`src/rtl/spi_slave_cu.sv`:
```
// SPI slave control unit: oversampled SCK/SS_n/MOSI, 8-bit full-duplex frames, CPOL/CPHA modes 0..3.
// Optional build macro SPI_SLAVE_LSB_FIRST_EN selects LSB-first bit order (default MSB first).
module spi_slave_cu #(
    parameter int SYNC_STAGES = 2,
    parameter int DATA_W      = 8
) (
    input  logic              Clk,
    input  logic              Rst_n,
    input  logic              CPol,
    input  logic              CPha,
    input  logic              SCK,
    input  logic              SS_n,
    input  logic              MOSI,
    output logic              MISO,
    output logic              MisoOe,
    input  logic [DATA_W-1:0] TxData,
    output logic              TxAck,
    output logic [DATA_W-1:0] RxData,
    output logic              RxValid,
    output logic              FrameErr,
    output logic              Busy
);

    localparam int CNT_W = $clog2(DATA_W) + 1;

    typedef enum logic [1:0] {
        IDLE,
        LOAD,
        SHIFT,
        BYTE_DONE
    } state_t;

    state_t r_state;
    state_t w_next;

    logic [SYNC_STAGES-1:0] r_sck_sync;
    logic [SYNC_STAGES-1:0] r_ssn_sync;
    logic [SYNC_STAGES-1:0] r_mosi_sync;
    logic                   r_sck_d;
    logic                   r_ssn_d;

    logic                   r_cpol;
    logic                   r_cpha;
    logic [CNT_W-1:0]       r_cnt;
    logic [DATA_W-1:0]      r_rx_sr;
    logic [DATA_W-1:0]      r_tx_sr;
    logic [DATA_W-1:0]      r_rx_data;
    logic                   r_miso;
    logic                   r_rx_valid;
    logic                   r_frame_err;

    logic                   w_sck;
    logic                   w_ssn;
    logic                   w_mosi;
    logic                   w_sck_rise;
    logic                   w_sck_fall;
    logic                   w_lead;
    logic                   w_trail;
    logic                   w_sample;
    logic                   w_shift_edge;
    logic                   w_ssn_fall;
    logic                   w_last;
    logic                   w_tx_first;
    logic                   w_tx_sr_first;
    logic [DATA_W-1:0]      w_tx_load;
    logic [DATA_W-1:0]      w_tx_adv;
    logic [DATA_W-1:0]      w_rx_next;

    always_ff @(posedge Clk or negedge Rst_n) begin
        if (!Rst_n) begin
            r_sck_sync  <= '0;
            r_ssn_sync  <= '1;
            r_mosi_sync <= '0;
            r_sck_d     <= 1'b0;
            r_ssn_d     <= 1'b1;
        end else begin
            r_sck_sync  <= {r_sck_sync[SYNC_STAGES-2:0], SCK};
            r_ssn_sync  <= {r_ssn_sync[SYNC_STAGES-2:0], SS_n};
            r_mosi_sync <= {r_mosi_sync[SYNC_STAGES-2:0], MOSI};
            r_sck_d     <= w_sck;
            r_ssn_d     <= w_ssn;
        end
    end

    assign w_sck  = r_sck_sync[SYNC_STAGES-1];
    assign w_ssn  = r_ssn_sync[SYNC_STAGES-1];
    assign w_mosi = r_mosi_sync[SYNC_STAGES-1];

    assign w_sck_rise = w_sck & ~r_sck_d;
    assign w_sck_fall = ~w_sck & r_sck_d;
    assign w_ssn_fall = ~w_ssn & r_ssn_d;
    assign w_lead     = r_cpol ? w_sck_fall : w_sck_rise;
    assign w_trail    = r_cpol ? w_sck_rise : w_sck_fall;
    assign w_sample   = r_cpha ? w_trail : w_lead;
    // CPha=0 with count 0 is the trailing edge after the previous byte's last sample: hold MISO
    assign w_shift_edge = r_cpha ? w_lead : (w_trail && (r_cnt != '0));
    assign w_last       = w_sample && (r_cnt == CNT_W'(DATA_W - 1));

`ifdef SPI_SLAVE_LSB_FIRST_EN
    assign w_tx_first    = TxData[0];
    assign w_tx_sr_first = r_tx_sr[0];
    assign w_tx_adv      = r_tx_sr >> 1;
    assign w_rx_next     = {w_mosi, r_rx_sr[DATA_W-1:1]};
    assign w_tx_load     = r_cpha ? TxData : (TxData >> 1);
`else
    assign w_tx_first    = TxData[DATA_W-1];
    assign w_tx_sr_first = r_tx_sr[DATA_W-1];
    assign w_tx_adv      = r_tx_sr << 1;
    assign w_rx_next     = {r_rx_sr[DATA_W-2:0], w_mosi};
    assign w_tx_load     = r_cpha ? TxData : (TxData << 1);
`endif

    always_ff @(posedge Clk or negedge Rst_n) begin
        if (!Rst_n) begin
            r_state <= IDLE;
        end else begin
            r_state <= w_next;
        end
    end

    always_comb begin
        w_next = r_state;
        case (r_state)
            IDLE: begin
                if (w_ssn_fall) begin
                    w_next = LOAD;
                end
            end
            LOAD: begin
                w_next = SHIFT;
            end
            SHIFT: begin
                // A deselect seen in the same cycle as a sample edge discards that bit
                if (w_ssn) begin
                    w_next = IDLE;
                end else if (w_last) begin
                    w_next = BYTE_DONE;
                end
            end
            BYTE_DONE: begin
                w_next = w_ssn ? IDLE : SHIFT;
            end
            default: begin
                w_next = IDLE;
            end
        endcase
    end

    always_ff @(posedge Clk or negedge Rst_n) begin
        if (!Rst_n) begin
            r_cpol      <= 1'b0;
            r_cpha      <= 1'b0;
            r_cnt       <= '0;
            r_rx_sr     <= '0;
            r_tx_sr     <= '0;
            r_rx_data   <= '0;
            r_miso      <= 1'b0;
            r_rx_valid  <= 1'b0;
            r_frame_err <= 1'b0;
        end else begin
            r_rx_valid  <= 1'b0;
            r_frame_err <= 1'b0;
            case (r_state)
                IDLE: begin
                    r_miso <= 1'b0;
                    r_cnt  <= '0;
                    if (w_ssn_fall) begin
                        r_cpol <= CPol;
                        r_cpha <= CPha;
                    end
                end
                LOAD: begin
                    r_cnt   <= '0;
                    r_tx_sr <= w_tx_load;
                    if (!r_cpha) begin
                        r_miso <= w_tx_first;
                    end
                end
                SHIFT: begin
                    if (w_ssn) begin
                        r_miso      <= 1'b0;
                        r_frame_err <= (r_cnt != '0);
                    end else begin
                        if (w_sample) begin
                            r_rx_sr <= w_rx_next;
                            r_cnt   <= r_cnt + CNT_W'(1);
                        end
                        if (w_shift_edge) begin
                            r_miso  <= w_tx_sr_first;
                            r_tx_sr <= w_tx_adv;
                        end
                    end
                end
                BYTE_DONE: begin
                    r_rx_data  <= r_rx_sr;
                    r_rx_valid <= 1'b1;
                    r_cnt      <= '0;
                    if (w_ssn) begin
                        r_miso <= 1'b0;
                    end else begin
                        r_tx_sr <= w_tx_load;
                        if (!r_cpha) begin
                            r_miso <= w_tx_first;
                        end
                    end
                end
                default: begin
                    r_cnt <= '0;
                end
            endcase
        end
    end

    always_comb begin
        MisoOe   = (r_state != IDLE);
        Busy     = (r_state != IDLE);
        TxAck    = (r_state == LOAD) || ((r_state == BYTE_DONE) && !w_ssn);
        MISO     = r_miso;
        RxData   = r_rx_data;
        RxValid  = r_rx_valid;
        FrameErr = r_frame_err;
    end

endmodule

```
`config.mk`:
```
export PLATFORM = sky130hd
export DESIGN_NAME = spi_slave_cu
export DESIGN_NICKNAME = d
export VERILOG_FILES = /design/src/rtl/spi_slave_cu.sv
export SDC_FILE = /design/constraint.sdc
export NUM_CORES = 1
export LEC_CHECK = 0
export ABC_AREA = 1
export CORE_ASPECT_RATIO = 1.75
export CORE_MARGIN = 4
export CORE_UTILIZATION = 45
export CTS_CLUSTER_DIAMETER = 30
export DETAILED_ROUTE_END_ITERATION = 10
export PLACE_DENSITY = 0.74
export SLEW_MARGIN = 25
export SYNTH_ARGS = -nofsm -noshare
export SYNTH_HDL_FRONTEND = slang
export SYNTH_SLANG_ARGS = --single-unit
```
`constraint.sdc`:
```
create_clock -name Clk -period 2.47 [get_ports Clk]
set_input_delay 0.741 -clock Clk [delete_from_list [all_inputs] [get_ports Clk]]
set_output_delay 0.741 -clock Clk [all_outputs]
set_load 0.05 [all_outputs]
```
==> impl_metrics.ini <==
[status]
status = complete, no violations

[setup_path]
worst-path-buf-inv = 1
setup.worst_path.class = reg -> out
crit_path_end_kind = output pin
startpoint_type = register
worst_ep_required_time_ps = 1730
slowest_delay_ps = 810
slowest_stage = clkdlybuf4s50_1
path_delay_family = buffers and inverters
critPathMaxFanout = 2
crit_arrival_ps = 1470
path_cells = clkdlybuf4s50_1

[synth]
synthTopCellsByArea = dfrtp_1 52%, nand2_1 12%, o21ai_0 6.5%
syn_area_sq_um = 1929
yosysSeqAreaShare_pct = 55.97
synth-main-ff-cell = dfrtp_1
syn_inst = 216
synth_top_area_share_pct = 51.88
yosysUniqueCellTypes = 25
yosys_warnings = 0
synth_top_family_by_area = simple AND/OR/NAND/NOR gates
synthSimpleGateAreaFrac_pct = 22.11
muxShareOfSynthArea_pct = 0
synth_compound_area_share_pct = 12.00
synth.most_common_cell = nand2_1
avgSynthCellArea_sq_um = 8.932
synth_top_area_cell = dfrtp_1
synthAdderAreaFrac_pct = 1.297
ys_ff_latch = 43
synth_edf_count = 0
synthArstFlopShare_pct = 100.0
yosys-top-cells-count = 64 x nand2_1, 40 x dfrtp_1, 25 x o21ai_0
synth_xor_area_share_pct = 0.9079
syn-num-nets = 233

[timing]
relSlewSlack_pct = 66.60
fin_crit_ps = 2209
rsz0062_at_grt = false
worst_slew_pin_slew_ps = 500.2
finalHoldViolations = 0
max_freq_mhz = 452.6
finClkSkew_ps = 5.889
post-route-period-util_pct = 89.44
drv_slew = 0
tns_ps = 0
setup_violations = 0

[power_and_ir_drop]
leakagePower_nw = 1.154
ir_drop_mv = 0.5904
switching_power_mw = 0.9833
p_int_mw = 1.434
switching_share_pct = 40.67
clockPowerShare_pct = 19.9
seqPwrFrac_pct = 41.4
combPwrFrac_pct = 38.7
power_density_nw_per_um2 = 1027

[clock_tree]
clkTransAtPathRegs_ps = 80
hold_buffers = 0
clk_latency_ps = 290
cts_buffer_depth = 2
cts_sinks = 43
ctsResizeCount = 0
post_cts_buffers = 0
clockRootBuffer = clkbuf_8
cts_buffers = 5
htreeDepth = 2
cts_tree = done

[final_layout]
diodes = 0
drive_gt1_share_pct = 12.90
fill_cells = 387
fin_area_sq_um = 2354
post-route-util_pct = 56.71
nets = 264
area_growth_pct = 21.98
final_cell_count_no_fill = 297

[floorplanning]
fp-row-count = 31
core_sq_um = 4150
boundaryPins = 29
die_y_um = 94.62
die_w_um = 57.50
die-area_sq_um = 5440
initial_core_util_pct = 46.49

[route]
drc_errors = 0
route.vias.total = 1479
drtIter0Drc = 38
drt_pass1_iterations = 4
viasPerCell = 4.980
routed_wl_mm = 3.515
antenna_left = 0
wl_per_cell_um = 11.84

[placed_design]
dp_hpwl_mm = 2.514
gp_congestion = 0.7480
io_buffers = 28
placedInstanceArea_sq_um = 2245
dp.cells = 289

[global_route]
antenna_found_initial = 0
grt_usage_pct = 15.10
overflow = 0
grt_pass1_wl_mm = 6.285
grt_max_degree = 44
grt_pass1_vias = 1454

[worst_hold_path]
min-delay-path-class = reg -> reg

[flow_run]
cap_viol_max_count = 0
power by group through the flow:
stage	logic, mW	registers, mW	clock network [mW]
after detailed placement	0.947	1.01	0
final	0.937	1.00	0.481
after CTS	0.953	1.00	0.502
after floorplan	0.619	1.10	0
after global placement	0.937	1.01	0
after global routing	1.05	1.02	0.523
cell type report:
type	count	area (sq um)	share of cell area [%]
flip-flops and latches	43	1080	45.88
multi-input cells	140	700.7	29.77
repair buffers	30	305.3	12.97
inverters	27	102.6	4.359
clock buffers	7	96.34	4.094
well taps	49	61.31	2.605
clock inverters	1	7.507	0.3190
cells by family after synthesis:
group,count (synthesis)
XOR/XNOR,2
AND/OR/NAND/NOR,97
buffers and inverters,33
flip-flops,43
adder cells (fa/ha/maj),2
AO/OA/AOI/OAI,39
per-layer routing:
layer | up-vias | track usage (%) | share of wire (%)
li1 | 743 | - | -
met1 | 712 | 16.27 | 40
met2 | 19 | 26.32 | 54
met3 | 5 | 2.873 | 3.5
met4 | 0 | 9.671 | 2.5
met5 | - | 0 | 0
registers in the layout, summed over array words and instances, names as in the netlist, 2 cells and up:
| register | cells |
|---|---|
| r_rx_sr | 8 |
| r_mosi_sync | 2 |
| r_tx_sr | 8 |
| r_ssn_sync | 2 |
| RxData | 8 |
| r_sck_sync | 2 |
| r_cnt | 4 |
| r_state | 2 |
worst paths after layout:
check | slack (ps) | to | from | depth (start not counted)
setup / recovery | 260 | RxData[6] | RxData[6]$_DFFE_PN0P_ | 1
hold / removal | 350 | r_sck_sync[1]$_DFF_PN0_ | r_sck_sync[0]$_DFF_PN0_ | 0
setup reg to reg | 850 | r_rx_sr[0]$_DFFE_PN0P_ | r_cpha$_DFFE_PN0P_ | 6
hold reg to reg | 350 | r_sck_sync[1]$_DFF_PN0_ | r_sck_sync[0]$_DFF_PN0_ | 0
max in group asynchronous | 1800 | r_ssn_sync[1]$_DFF_PN1_ | Rst_n | 2
min in group asynchronous | 410 | r_tx_sr[6]$_DFFE_PN0P_ | Rst_n | 2
per-stage QoR:
step | total power, mW | setup WS (ps) | hold WS [ps]
after global routing | 2.596 | 209.8 | 360.6
final | 2.417 | 260.7 | 351.1
after global placement | 1.942 | 359.1 | 337.3
after floorplan | 1.714 | 567.6 | 331.2
after detailed placement | 1.962 | 336.5 | 337.1
after CTS | 2.456 | 6.943 | 355.5
placed cells by master, fill, tap and decap left out, drive strengths merged, types with 4 or more instances in the layout:
master	instances
nand2	65
buf	4
clkdlybuf4s50	24
clkbuf	7
inv	26
dfrtp	40
nand3	23
o21ai	35
nor2	8
Note: power is estimated with default switching activity, not from simulation.
==> edit 1: new RTL, same settings <==
Register the output `FrameErr`; this adds one clock of latency there. The other outputs are not delayed to match.
--- a/src/rtl/spi_slave_cu.sv
+++ b/src/rtl/spi_slave_cu.sv
@@ -30,6 +30,8 @@
         BYTE_DONE
     } state_t;
 
+    logic FrameErr_d;
+
     state_t r_state;
     state_t w_next;
 
@@ -218,7 +220,11 @@
         MISO     = r_miso;
         RxData   = r_rx_data;
         RxValid  = r_rx_valid;
-        FrameErr = r_frame_err;
+        FrameErr_d = r_frame_err;
+    end
+
+    always_ff @(posedge Clk) begin
+        FrameErr <= FrameErr_d;
     end
 
 endmodule
Function: changed (a bounded check fails within 10 cycles, from zero or initial values and one cycle with Rst_n low).
==> edit 1 against the unedited design <==
Clock skew increased by 0.83 ps. Area after synthesis increased by 1.0%. Largest power group unchanged. Hold slack worse by 1.1 ps. Wire length increased by 6.2%. Synthesized cell count increased by 0.46%. Total power shrank 0.34%. Setup slack improved by 4.8 ps. Sequential cell count up 1. First-iteration DRC count grew 68%. Cell count is 0.67% higher. Final area about the same.
==> edit 1: results (changes against the unedited design) <==
Worst path max stage delay - 810 ps (about the same)
Hold path depth - 0 (unchanged)
Outcome - finished, final reports clean
Core area - 4150 µm² (unchanged)
Worst hold path endpoint - r_mosi_sync[1]
FF-to-FF setup slack - 830 ps (-20 ps)
Drt wl/cell - 12.5 µm (+5.5%)
GPL Wtd Cong - 0.784 (+4.7%)
Hold Path Origin - r_mosi_sync[0]
Layout cells sized above 1 - 12.4% (-0.50 points)
Syn nets - 234 (+0.43%)
Clk_skew - 6.72 ps (+0.832 ps)
Nets - 266 (+0.76%)
Post-synthesis sequential area ratio - 56.4% (+0.45 points)
WHS - 350 ps (-1.11 ps)
Main area contributors after synthesis - dfrtp_1 (51%), nand2_1 (12%), o21ai_0 (6.4%), nand3_1 (5.4%), inv_1 (4.6%)
Switching Share - 40.9% (+0.20 points)
Hpwl dp - 2730 µm (+8.6%)
Synth cell types - 26 (+4.0%)
WL met3 - 140 µm (+14%)
Lkg Pwr - 1.16 nW (+0.29%)
Met2 routed WL - 1980 µm (+4.5%)
Worst R2R End - r_cnt[0]
Slew @ Worst Pin - 500 ps (+0.106 ps)
Async SR Flop Fraction - 97.7% (-2.3 points)
Synth Area in Compound Gates - 11.9% (-0.12 points)
FILL cells - 378 (-2.3%)
Routed length on met1 - 1450 µm (+3.3%)
Via count - 1,501 (+1.5%)
XOR/XNOR Fraction of Synth Area - 0.899% (-0.0093 points)
Crit path DAT - 1460 ps
Synth Area in Adders - 1.28% (-0.013 points)
First-pass GRT wire length - 6460 µm (+2.8%)
Iteration-0 DRC count of the detailed router - 64 (+68%)
Worst R2R Path Depth - 6 (unchanged)
Clock transition at path regs - 80 ps (about the same)
Max VDD drop - 0.705 mV (+19%)
Largest net degree at the start of global routing - 22 (-50%)
CP Launch Point - MISO
Worst reg2reg path startpoint - r_cpha
GR Util All Layers - 15.2% (+0.11 points)
Initial antenna violation count - 0 (unchanged)
Worst-path fanout max - 3 (+1)
CTS Buf Count - 5 (unchanged)
Vias in the first global route - 1,568 (+7.8%)
[edit 1: how the worst max path moves through the flow]
stage,slack [ps],endpoint,cells after the start
2_1_floorplan,570,TxAck,3
3_3_place_gp,360,MisoOe,3
6_report,270,MISO,1
4_1_cts,5,MisoOe,3
5_1_grt,220,MISO,1
3_5_place_dp,330,MisoOe,3
[edit 1: layout make-up]
type / count / area (µm²) / share of cell area [%]
clock buffer: 8 / 90.1 / 3.83
inverter: 27 / 103 / 4.36
multi-input combinational: 140 / 701 / 29.8
sequential: 44 / 1100 / 46.7
tap: 49 / 61.3 / 2.60
timing repair buffer: 31 / 300 / 12.8
[edit 1: power groups by stage]
stage / registers (mW) / logic [mW] / clock network (mW)
after floorplan: 1.11 / 0.619 / 0
after global placement: 1.02 / 0.935 / 0
after detailed placement: 1.03 / 0.947 / 0
after CTS: 1.02 / 0.951 / 0.472
after global routing: 1.04 / 1.06 / 0.495
final: 1.02 / 0.939 / 0.452
[edit 1: timing repair]
| action | 4_1_cts | 5_1_grt |
|---|---|---|
| endpoints found under the setup margin | 0 | 2 |
| resized for setup | 0 | 2 |
| hold endpoints to repair | 0 | 0 |
[edit 1: kinds of logic (layout without fill, tap and decap cells)]
kind of cell	after synthesis	in the layout
compound gates	39	39
buf+inv	33	66
xor+xnor	2	2
flops	44	44
fa+ha+maj	2	2
simple gates	97	97
[edit 1: layer usage]
metal,vias up,global-route usage (%)
li1,751,-
met4,0,10.8
met2,30,27.2
met5,-,0
met1,707,15.7
met3,13,2.30
[edit 1: stage by stage]
stage	total power [mW]	setup WS, ps	utilization, %	cell area, µm²	cells
detailed placement	1.98	334	54.4	2260	291
global placement	1.96	358	54.4	2260	291
CTS	2.44	4.78	56.6	2350	299
floorplan	1.73	568	-	1950	217
finish	2.41	266	56.7	2350	299
global route	2.59	216	56.7	2350	299
==> edit 2: new RTL, same settings <==
Made on the original files. The parameter `DATA_W` goes from 8 to 32.
--- a/src/rtl/spi_slave_cu.sv
+++ b/src/rtl/spi_slave_cu.sv
@@ -2,7 +2,7 @@
 // Optional build macro SPI_SLAVE_LSB_FIRST_EN selects LSB-first bit order (default MSB first).
 module spi_slave_cu #(
     parameter int SYNC_STAGES = 2,
-    parameter int DATA_W      = 8
+    parameter int DATA_W      = 32
 ) (
     input  logic              Clk,
     input  logic              Rst_n,
Interface: changed (resized RxData and TxData); port bits go from 29 to 77. The function was not compared with the original's and may differ.
==> edit 2 against the unedited design <==
Setup slack got worse by 120 ps. Sequential cell count grew 74. Area after synthesis rose to 2.7 times the old value. Clock power increased to 4.6 times the old value. Cell count rose to 2.9 times the old value. Total power rose to 2.8 times the old value. Final area rose to 2.8 times the old value. Wire length grew to 3.3 times the old value.
==> edit 2: results (changes against the unedited design) <==
Outcome - finished, final reports clean
H-Tree Depth - 4 (+2)
Drt wl/cell - 13.5 µm (+14%)
Iteration-0 DRC count of the detailed router - 258 (+580%)
Yosys warns - 0 (unchanged)
Hpwl dp - 7600 µm (+200%)
Lkg Pwr - 3.09 nW (+170%)
Worst path max stage delay - 830 ps (+20 ps)
Nets - 747 (+180%)
Longest Clk Path Bufs - 2 (unchanged)
Synth cell types - 25 (unchanged)
Post-route setup slack - 141 ps (-120 ps)
Post-DR vias/cell - 5.09 (+2.2%)
Clk_lat worst skew - 400 ps (+110 ps)
Largest net degree at the start of global routing - 118 (+170%)
Setup WS pre-CTS - 365 ps (+28.9 ps)
WHS - 350 ps (-1.47 ps)
Number of buffers added for setup after CTS - 0 (unchanged)
Initial antenna violation count - 0 (unchanged)
Async SR Flop Fraction - 100% (unchanged)
Port bufs - 76 (+170%)
Worst-path fanout max - 2 (unchanged)
Max VDD drop - 0.775 mV (+31%)
Cell family with most CP delay - buffers and inverters
CP Launch Point - RxData[5]
First-pass GRT wire length - 20,500 µm (+230%)
Post-synthesis sequential area ratio - 55.5% (-0.47 points)
Layout cells sized above 1 - 8.34% (-4.6 points)
Slowest cell on crit path - clkdlybuf4s50_1
Clk_skew - 10.7 ps (+4.80 ps)
FF-to-FF setup slack - 610 ps (-240 ps)
Hold Path Origin - r_mosi_sync[0]
Commonest cells in the netlist - nand2_1 (213), dfrtp_1 (114), o21ai_0 (107)
Worst hold-check path type - reg -> reg
Crit path DAT - 1590 ps (+120 ps)
CTS Buf Count - 17 (+12)
Vias in the first global route - 4,343 (+200%)
GPL Wtd Cong - 0.860 (+15%)
Worst reg2reg path startpoint - r_cpha
GR Util All Layers - 18.2% (+3.2 points)
Slew @ Worst Pin - 645 ps (+145 ps)
CTS Root Cell - clkbuf_16
Clock transition at path regs - 60 ps (-20 ps)
# diodes - 0 (unchanged)
Syn nets - 683 (+190%)
Iteration count of the initial detailed-routing pass - 5 (+1)
Main area contributors after synthesis - dfrtp_1 (54%), nand2_1 (15%), o21ai_0 (10%), nand3_1 (4.9%), inv_1 (4.3%)
## edit 2: cell types whose count changed after synthesis, sizes merged, moves of 2 or more
cell and delta:
dfrtp +74, nand4 +2, buf +19, inv +39, o21ai +95, nand2 +150, nor2 +4, nand3 +31
clkbuf +13
## edit 2: what timing repair did
item | CTS | global route
hold buffers | 0 | 0
resized for setup | 2 | 0
setup endpoints to repair | 2 | 0
## edit 2: worst paths after layout
path | cells after the start | endpoint
max | 1 | RxData[5]
min | 0 | r_mosi_sync[1]
max reg2reg | 6 | r_tx_sr[7]
min reg2reg | 0 | r_mosi_sync[1]
max in group asynchronous | 2 | r_tx_sr[21]
min in group asynchronous | 2 | r_tx_sr[10]
## edit 2: cells by family after synthesis
logic type / Yosys count / share of synthesized area (%)
compound gates: 135 / 13.2
simple gates: 284 / 22.0
flops: 117 / 55.5
xor+xnor: 1 / 0.166
buf+inv: 103 / 8.60
fa+ha+maj: 2 / 0.474
## edit 2: where the power goes
| group | switching [mW] | internal (mW) |
|---|---|---|
| sequential | 0.221 | 2.30 |
| clock | 0.889 | 1.31 |
| combinational | 1.44 | 0.654 |
| total | 2.55 | 4.27 |
## edit 2: cell type report
class	count	area, µm²
Clock inverter	14	105
Clock buffer	18	439
Timing Repair Buffer	83	831
Sequential cell	117	2930
Inverter	65	244
Fill cell	1004	4890
Tap cell	135	169
Multi-Input combinational cell	422	1900
## edit 2: metal layers
layer	global-route usage (%)	part of all wire [%]	vias to the layer above
met5	0	0	-
met4	5.83	0.92	0
met3	6.06	6.0	12
met2	30.4	51	127
met1	22.6	42	2033
li1	-	-	2176
## edit 2: per-stage QoR
| step | area (µm²) | std cells |
|---|---|---|
| final | 6620 | 854 |
| after global routing | 6620 | 854 |
| after CTS | 6620 | 854 |
| after detailed placement | 6080 | 822 |
| after global placement | 6080 | 822 |
| after floorplan | 5280 | 642 |
